==> src/rtl/avalon_burst_read_master.sv <==
// avalon_burst_read_master
//
// Avalon-MM burst read master. It streams a contiguous (or fixed-address)
// region from memory into an internal show-ahead FIFO, which the user side
// drains one word per pop.
//
// Optional feature: define READ_MASTER_STATUS_EN to add status_words_read,
// a count of words pushed into the FIFO since the last accepted go.
//
// Handshakes:
//   Avalon read  : a read is accepted on a rising edge where master_read is
//                  high and master_waitrequest is low. Address and read stay
//                  stable while waitrequest is high. Each readdatavalid
//                  returns one word, in order.
//   User pop     : user_read_buffer pops the head word on a rising edge when
//                  user_data_available is high; a pop on empty is ignored.
//
// Ports:
//   clk_clk, reset_reset        clock, synchronous active-high reset
//   control_fixed_location      1 = address does not increment
//   control_read_base           start byte address (BYTES aligned)
//   control_read_length         transfer length in bytes
//   control_go                  start pulse, sampled only in IDLE
//   control_done                high in IDLE (all data is in the FIFO)
//   control_early_done          high once every read has been issued
//   user_read_buffer            pop request
//   user_buffer_output_data     FIFO head word (0 when empty)
//   user_data_available         FIFO non-empty
//   master_*                    Avalon-MM read master port
//   status_words_read           (READ_MASTER_STATUS_EN only) words received

module avalon_burst_read_master #(
    parameter int DATA_WIDTH      = 32,
    parameter int ADDR_WIDTH      = 32,
    parameter int FIFO_DEPTH      = 32,
    parameter int FIFO_DEPTH_LOG2 = 5
) (
    input  logic                    clk_clk,
    input  logic                    reset_reset,
    input  logic                    control_fixed_location,
    input  logic [ADDR_WIDTH-1:0]   control_read_base,
    input  logic [ADDR_WIDTH-1:0]   control_read_length,
    input  logic                    control_go,
    output logic                    control_done,
    output logic                    control_early_done,
    input  logic                    user_read_buffer,
    output logic [DATA_WIDTH-1:0]   user_buffer_output_data,
    output logic                    user_data_available,
    output logic [ADDR_WIDTH-1:0]   master_address,
    output logic                    master_read,
    output logic [DATA_WIDTH/8-1:0] master_byteenable,
    input  logic [DATA_WIDTH-1:0]   master_readdata,
    input  logic                    master_readdatavalid,
    input  logic                    master_waitrequest
`ifdef READ_MASTER_STATUS_EN
    ,
    output logic [ADDR_WIDTH-1:0]   status_words_read
`endif
);

    localparam int BYTES = DATA_WIDTH / 8;
    localparam int CW    = FIFO_DEPTH_LOG2 + 1;  // counts 0..FIFO_DEPTH

    localparam logic [ADDR_WIDTH-1:0]      STEP        = ADDR_WIDTH'(BYTES);
    localparam logic [CW:0]                DEPTH_LIMIT = (CW+1)'(FIFO_DEPTH);
    localparam logic [CW-1:0]              CNT_ONE     = {{(CW-1){1'b0}}, 1'b1};
    localparam logic [FIFO_DEPTH_LOG2-1:0] PTR_ONE     = {{(FIFO_DEPTH_LOG2-1){1'b0}}, 1'b1};

    typedef enum logic [1:0] {
        IDLE  = 2'd0,
        READ  = 2'd1,
        DRAIN = 2'd2
    } state_t;

    state_t state;
    state_t state_next;

    logic [ADDR_WIDTH-1:0]      address_q;
    logic [ADDR_WIDTH-1:0]      remaining_q;
    logic                       fixed_q;
    logic [CW-1:0]              pending_q;
    logic [CW-1:0]              used_q;
    logic [FIFO_DEPTH_LOG2-1:0] wr_ptr;
    logic [FIFO_DEPTH_LOG2-1:0] rd_ptr;
    logic [DATA_WIDTH-1:0]      fifo_mem [FIFO_DEPTH];

    logic go_accept;
    logic read_accept;
    logic push;
    logic pop;
    logic space_ok;
    logic last_read;

    always_comb begin
        go_accept = (state == IDLE) && control_go && (control_read_length != '0);
        // Reserve a FIFO slot for every read still in flight, so responses
        // can never arrive into a full FIFO.
        space_ok  = ({1'b0, used_q} + {1'b0, pending_q}) < DEPTH_LIMIT;
        // Responses with nothing outstanding are leftovers from before a reset.
        push      = master_readdatavalid && (pending_q != '0);
        pop       = user_read_buffer && (used_q != '0);
        // The last word may be partial: remaining saturates to zero.
        last_read = (remaining_q <= STEP);
    end

    // State register
    always_ff @(posedge clk_clk) begin
        if (reset_reset) begin
            state <= IDLE;
        end else begin
            state <= state_next;
        end
    end

    // Next state and read request
    always_comb begin
        state_next  = state;
        master_read = 1'b0;
        case (state)
            IDLE: begin
                if (go_accept) begin
                    state_next = READ;
                end
            end
            READ: begin
                // Only registered terms: stable while waitrequest stalls,
                // because used + pending can only shrink during a stall.
                master_read = (remaining_q != '0) && space_ok;
                if (master_read && !master_waitrequest && last_read) begin
                    state_next = DRAIN;
                end
            end
            DRAIN: begin
                if (pending_q == '0) begin
                    state_next = IDLE;
                end
            end
            default: state_next = IDLE;
        endcase
    end

    assign read_accept = master_read && !master_waitrequest;

    // Transfer bookkeeping
    always_ff @(posedge clk_clk) begin
        if (reset_reset) begin
            address_q   <= '0;
            remaining_q <= '0;
            fixed_q     <= 1'b0;
            pending_q   <= '0;
        end else if (go_accept) begin
            address_q   <= control_read_base;
            remaining_q <= control_read_length;
            fixed_q     <= control_fixed_location;
            pending_q   <= '0;
        end else begin
            if (read_accept) begin
                remaining_q <= last_read ? '0 : (remaining_q - STEP);
                if (!fixed_q) begin
                    address_q <= address_q + STEP;
                end
            end
            if (read_accept && !push) begin
                pending_q <= pending_q + CNT_ONE;
            end else if (!read_accept && push) begin
                pending_q <= pending_q - CNT_ONE;
            end
        end
    end

    // FIFO storage (no reset needed: pointers and count define validity)
    always_ff @(posedge clk_clk) begin
        if (push) begin
            fifo_mem[wr_ptr] <= master_readdata;
        end
    end

    always_ff @(posedge clk_clk) begin
        if (reset_reset) begin
            wr_ptr <= '0;
            rd_ptr <= '0;
            used_q <= '0;
        end else begin
            if (push) begin
                wr_ptr <= wr_ptr + PTR_ONE;
            end
            if (pop) begin
                rd_ptr <= rd_ptr + PTR_ONE;
            end
            if (push && !pop) begin
                used_q <= used_q + CNT_ONE;
            end else if (!push && pop) begin
                used_q <= used_q - CNT_ONE;
            end
        end
    end

    assign user_data_available     = (used_q != '0);
    assign user_buffer_output_data = user_data_available ? fifo_mem[rd_ptr] : '0;
    assign master_address          = address_q;
    assign master_byteenable       = '1;
    assign control_done            = (state == IDLE);
    assign control_early_done      = (remaining_q == '0);

`ifdef READ_MASTER_STATUS_EN
    localparam logic [ADDR_WIDTH-1:0] WORD_ONE = {{(ADDR_WIDTH-1){1'b0}}, 1'b1};

    logic [ADDR_WIDTH-1:0] words_q;

    always_ff @(posedge clk_clk) begin
        if (reset_reset) begin
            words_q <= '0;
        end else if (go_accept) begin
            words_q <= '0;
        end else if (push) begin
            words_q <= words_q + WORD_ONE;
        end
    end

    assign status_words_read = words_q;
`endif

endmodule

==> config.mk <==
export PLATFORM = sky130hd
export DESIGN_NAME = avalon_burst_read_master
export DESIGN_NICKNAME = d
export VERILOG_FILES = /design/src/rtl/avalon_burst_read_master.sv
export SDC_FILE = /design/constraint.sdc
export NUM_CORES = 1
export LEC_CHECK = 0
export CAP_MARGIN = 20
export CORE_MARGIN = 10
export CORE_UTILIZATION = 67
export CTS_BUF_LIST = sky130_fd_sc_hd__clkbuf_4 sky130_fd_sc_hd__clkbuf_8
export CTS_CLUSTER_DIAMETER = 60
export DETAILED_ROUTE_END_ITERATION = 16
export PLACE_DENSITY = 0.95
export SYNTH_ARGS = -nofsm -noshare
export SYNTH_HDL_FRONTEND = slang
export SYNTH_SLANG_ARGS = --single-unit
export TNS_END_PERCENT = 5
==> constraint.sdc <==
create_clock -name clk_clk -period 11.45 [get_ports clk_clk]
set_input_delay 3.435 -clock clk_clk [delete_from_list [all_inputs] [get_ports clk_clk]]
set_output_delay 3.435 -clock clk_clk [all_outputs]
set_load 0.05 [all_outputs]
==> results_dict.tcl <==
set metrics [dict create \
    status "finished, final reports clean" \
    timing.final.crit_share_pct 74.50 \
    worstSetupPathType "flop to primary output" \
    cellLeakagePower_nw 15.63 \
    drt_iter0_markers 4486 \
    antenna_found_initial 8 \
    worstPathArrival_ns 5.10 \
    synth-async-reset-ratio_pct 0 \
    setup_ws_ns 2.920 \
    path_max_fanout 101 \
    area_delta_synth_final_pct 14.42 \
    die_area_sq_mm 0.07663 \
    final_cell_area_sq_mm 0.05057 \
    cts_root_buffer "clkbuf_8" \
    tns_ns 0 \
    synth-seq-cells 1118 \
    synth-main-ff-cell "edfxtp_1" \
    clock_sinks 1118 \
    clk_pin_slew_worst_paths_ns 0.06 \
    num_rows 94 \
    fmax_ghz 0.1172 \
    cp.required_ns 8.02 \
    clk-insertion-delay-late_ns 0.85 \
    slew-limit-headroom_pct 21.88 \
    pin_count 175 \
    seqCellArea_sq_mm 0.03265 \
    p_switching_mw 3.155 \
    finalNetCount 2599 \
    overflow 0 \
    syn_avg_cell_area_sq_um 20.22 \
    gp_congestion 0.8793 \
    numCtsBuffers 168 \
    drcViolationCount 0 \
    hold_class "flop to flop" \
    p_total_mw 10.47 \
    avgRoutedWirePerCell_um 35.60 \
    fillers 3086 \
    final_common_cell "edfxtp_1" \
    end_kind "primary output" \
    worstMarginPinSlew_ns 1.172 \
    vias_per_cell 7.188 \
    netlist_area_sq_mm 0.04419 \
    synth-edff-count 1024 \
    clockPowerShare_pct 30.1 \
    power.share.combinational_pct 24.8 \
    ys_types 65 \
    grt_pass1_wl_um 176300 \
    fin_skew_ns 0.05192 \
    hold_viol_final 0 \
    grt_max_degree 165 \
    whs_ns 0.4763 \
    irDropWorstVdd_uv 173.4 \
    fp.dieW_um 276.8 \
    core_area_sq_mm 0.06563 \
    dp_hpwl_um 69290 \
    drv_cap 0 \
    initial_core_util_pct 67.34 \
    p_int_mw 7.314 \
    final_cell_mix "1024 x edfxtp_1, 320 x mux4_2, 172 x clkbuf_8, 170 x clkdlybuf4s50_1, 92 x nor2_1" \
    ctsLongestPathBuffers 3 \
    place_inst 3154 \
    num_vias 24978 \
    rsz0062_at_grt "no" \
    routed_wirelength_um 123700 \
    setup_viol 0 \
    grt_util_all_layers_pct 31.97 \
    io_buffer_count 170 \
    h-tree-depth 4 \
    fin_cells 3475 \
    ys_warn_count 0 \
    cts_resized 0 \
    syn_inst 2186 \
    grt_pass1_vias 25731 \
    pwr_density_cell_mw_per_mm2 207.0 \
    p_sw_share_pct 30.13 \
    seqPwrFrac_pct 45.1 \
    fin_crit_ns 8.530 \
    final_util_pct 77.05 \
    firstDrtPassIters 6 \
    worstSetupStartpointType "flop" \
    die_h_um 276.8 \
    yosysSeqAreaShare_pct 73.84 \
    tritoncts "done" \
    dp_slack_ns 3.749 \
    dpl-instance-area_sq_mm 0.04717 \
    postRouteAntennaNets 0 \
    post-cts-setup-buffers 0 \
    layout-drive-gt1-share_pct 26.28 \
    holdBufCountCts 0 \
    slew_violations 0 \
    multi_input_area_sq_mm 0.01124 \
]
per-layer routing:
metal  wire length (um)  global-route usage [%]
met1              37970                   37.86
met3              16270                   9.257
met2              61300                   51.45
met4               8127                   19.89
met5                 34                       0
power groups by stage:
stage | logic, mW | registers [mW] | clock network (mW)
2_1_floorplan | 1.78 | 4.74 | 0
3_3_place_gp | 2.38 | 4.77 | 0
3_5_place_dp | 2.56 | 4.80 | 0
4_1_cts | 2.58 | 4.71 | 3.16
5_1_grt | 2.72 | 4.73 | 3.35
6_report | 2.60 | 4.72 | 3.15
final cells by class:
class,count,area share [%]
tap,864,2.138
clock buffer,223,5.439
timing repair buffer,227,4.464
multi-input combinational,926,22.23
antenna,4,0.01979
sequential,1118,64.56
clock inverter,84,0.9353
inverter,29,0.2153
final timing paths:
kind,depth (start not counted),endpoint,startpoint,slack [ns]
min,2,master_address[0],master_address[0],0.48
max reg2reg,15,pending_q[5],remaining_q[4],6.57
max,6,user_buffer_output_data[2],flop,2.92
min reg2reg,2,master_address[0],master_address[0],0.48
registers in the layout, summed over array words and instances, names as in the netlist, 2 cells and up, named ones only:
signal,count
master_address,32
fifo_mem,1024
remaining_q,32
state,2
pending_q,6
used_q,6
rd_ptr,5
wr_ptr,5
synthesized netlist by cell type, types with 2 or more instances:
master | n | share of area [%]
and4_1 | 3 | 0.059
a21oi_1 | 50 | 0.57
nand2b_1 | 3 | 0.042
fa_1 | 2 | 0.091
o211ai_1 | 8 | 0.14
a31oi_1 | 17 | 0.24
ha_1 | 24 | 0.68
a311o_1 | 3 | 0.068
inv_1 | 28 | 0.24
nand3_1 | 22 | 0.25
xor2_1 | 22 | 0.44
mux4_2 | 320 | 16
a2bb2oi_1 | 3 | 0.059
nor4_1 | 27 | 0.38
a21o_1 | 5 | 0.085
nand2_1 | 55 | 0.47
o21ai_0 | 50 | 0.57
or4_1 | 6 | 0.10
a221o_1 | 2 | 0.045
o31ai_1 | 2 | 0.034
nor2_1 | 124 | 1.1
o31a_1 | 2 | 0.040
dfxtp_1 | 94 | 4.3
nand4_1 | 22 | 0.31
and3_1 | 2 | 0.028
nand3b_1 | 3 | 0.051
a22o_1 | 7 | 0.14
edfxtp_1 | 1024 | 70
nor3_1 | 18 | 0.20
buf_1 | 31 | 0.26
xnor2_1 | 28 | 0.55
or3b_2 | 3 | 0.059
clkbuf_1 | 73 | 0.62
and2_1 | 3 | 0.042
or3_1 | 14 | 0.20
buf_2 | 5 | 0.057
nand4b_1 | 3 | 0.059
a22oi_1 | 3 | 0.051
nor4_2 | 2 | 0.057
a32oi_1 | 4 | 0.079
mux2i_1 | 35 | 0.79
buf_4 | 6 | 0.10
nor4b_1 | 6 | 0.12
logic make-up (layout without fill, tap and decap cells):
logic type | after synthesis | count (layout) | share of synthesized area, %
DFF | 1118 | 1118 | 73.83
buffers and inverters | 145 | 563 | 1.314
and+or+nand+nor | 325 | 325 | 3.678
muxes | 355 | 355 | 17.10
AOI/OAI and AO/OA | 166 | 166 | 2.305
xor gates and xnor gates | 50 | 50 | 0.9909
other | 1 | 8 | 0.008485
adders and majority gates | 26 | 26 | 0.7701
critical path, cell delays in order (launching register included):
cell and delay (ns):
dfxtp_4 0.98, buf_12 0.67, mux4_2 0.63, mux4_2 0.50, mux2i_1 0.44, nor2_1 0.13
clkdlybuf4s50_1 0.74
Power figures use the tool's default switching activity.
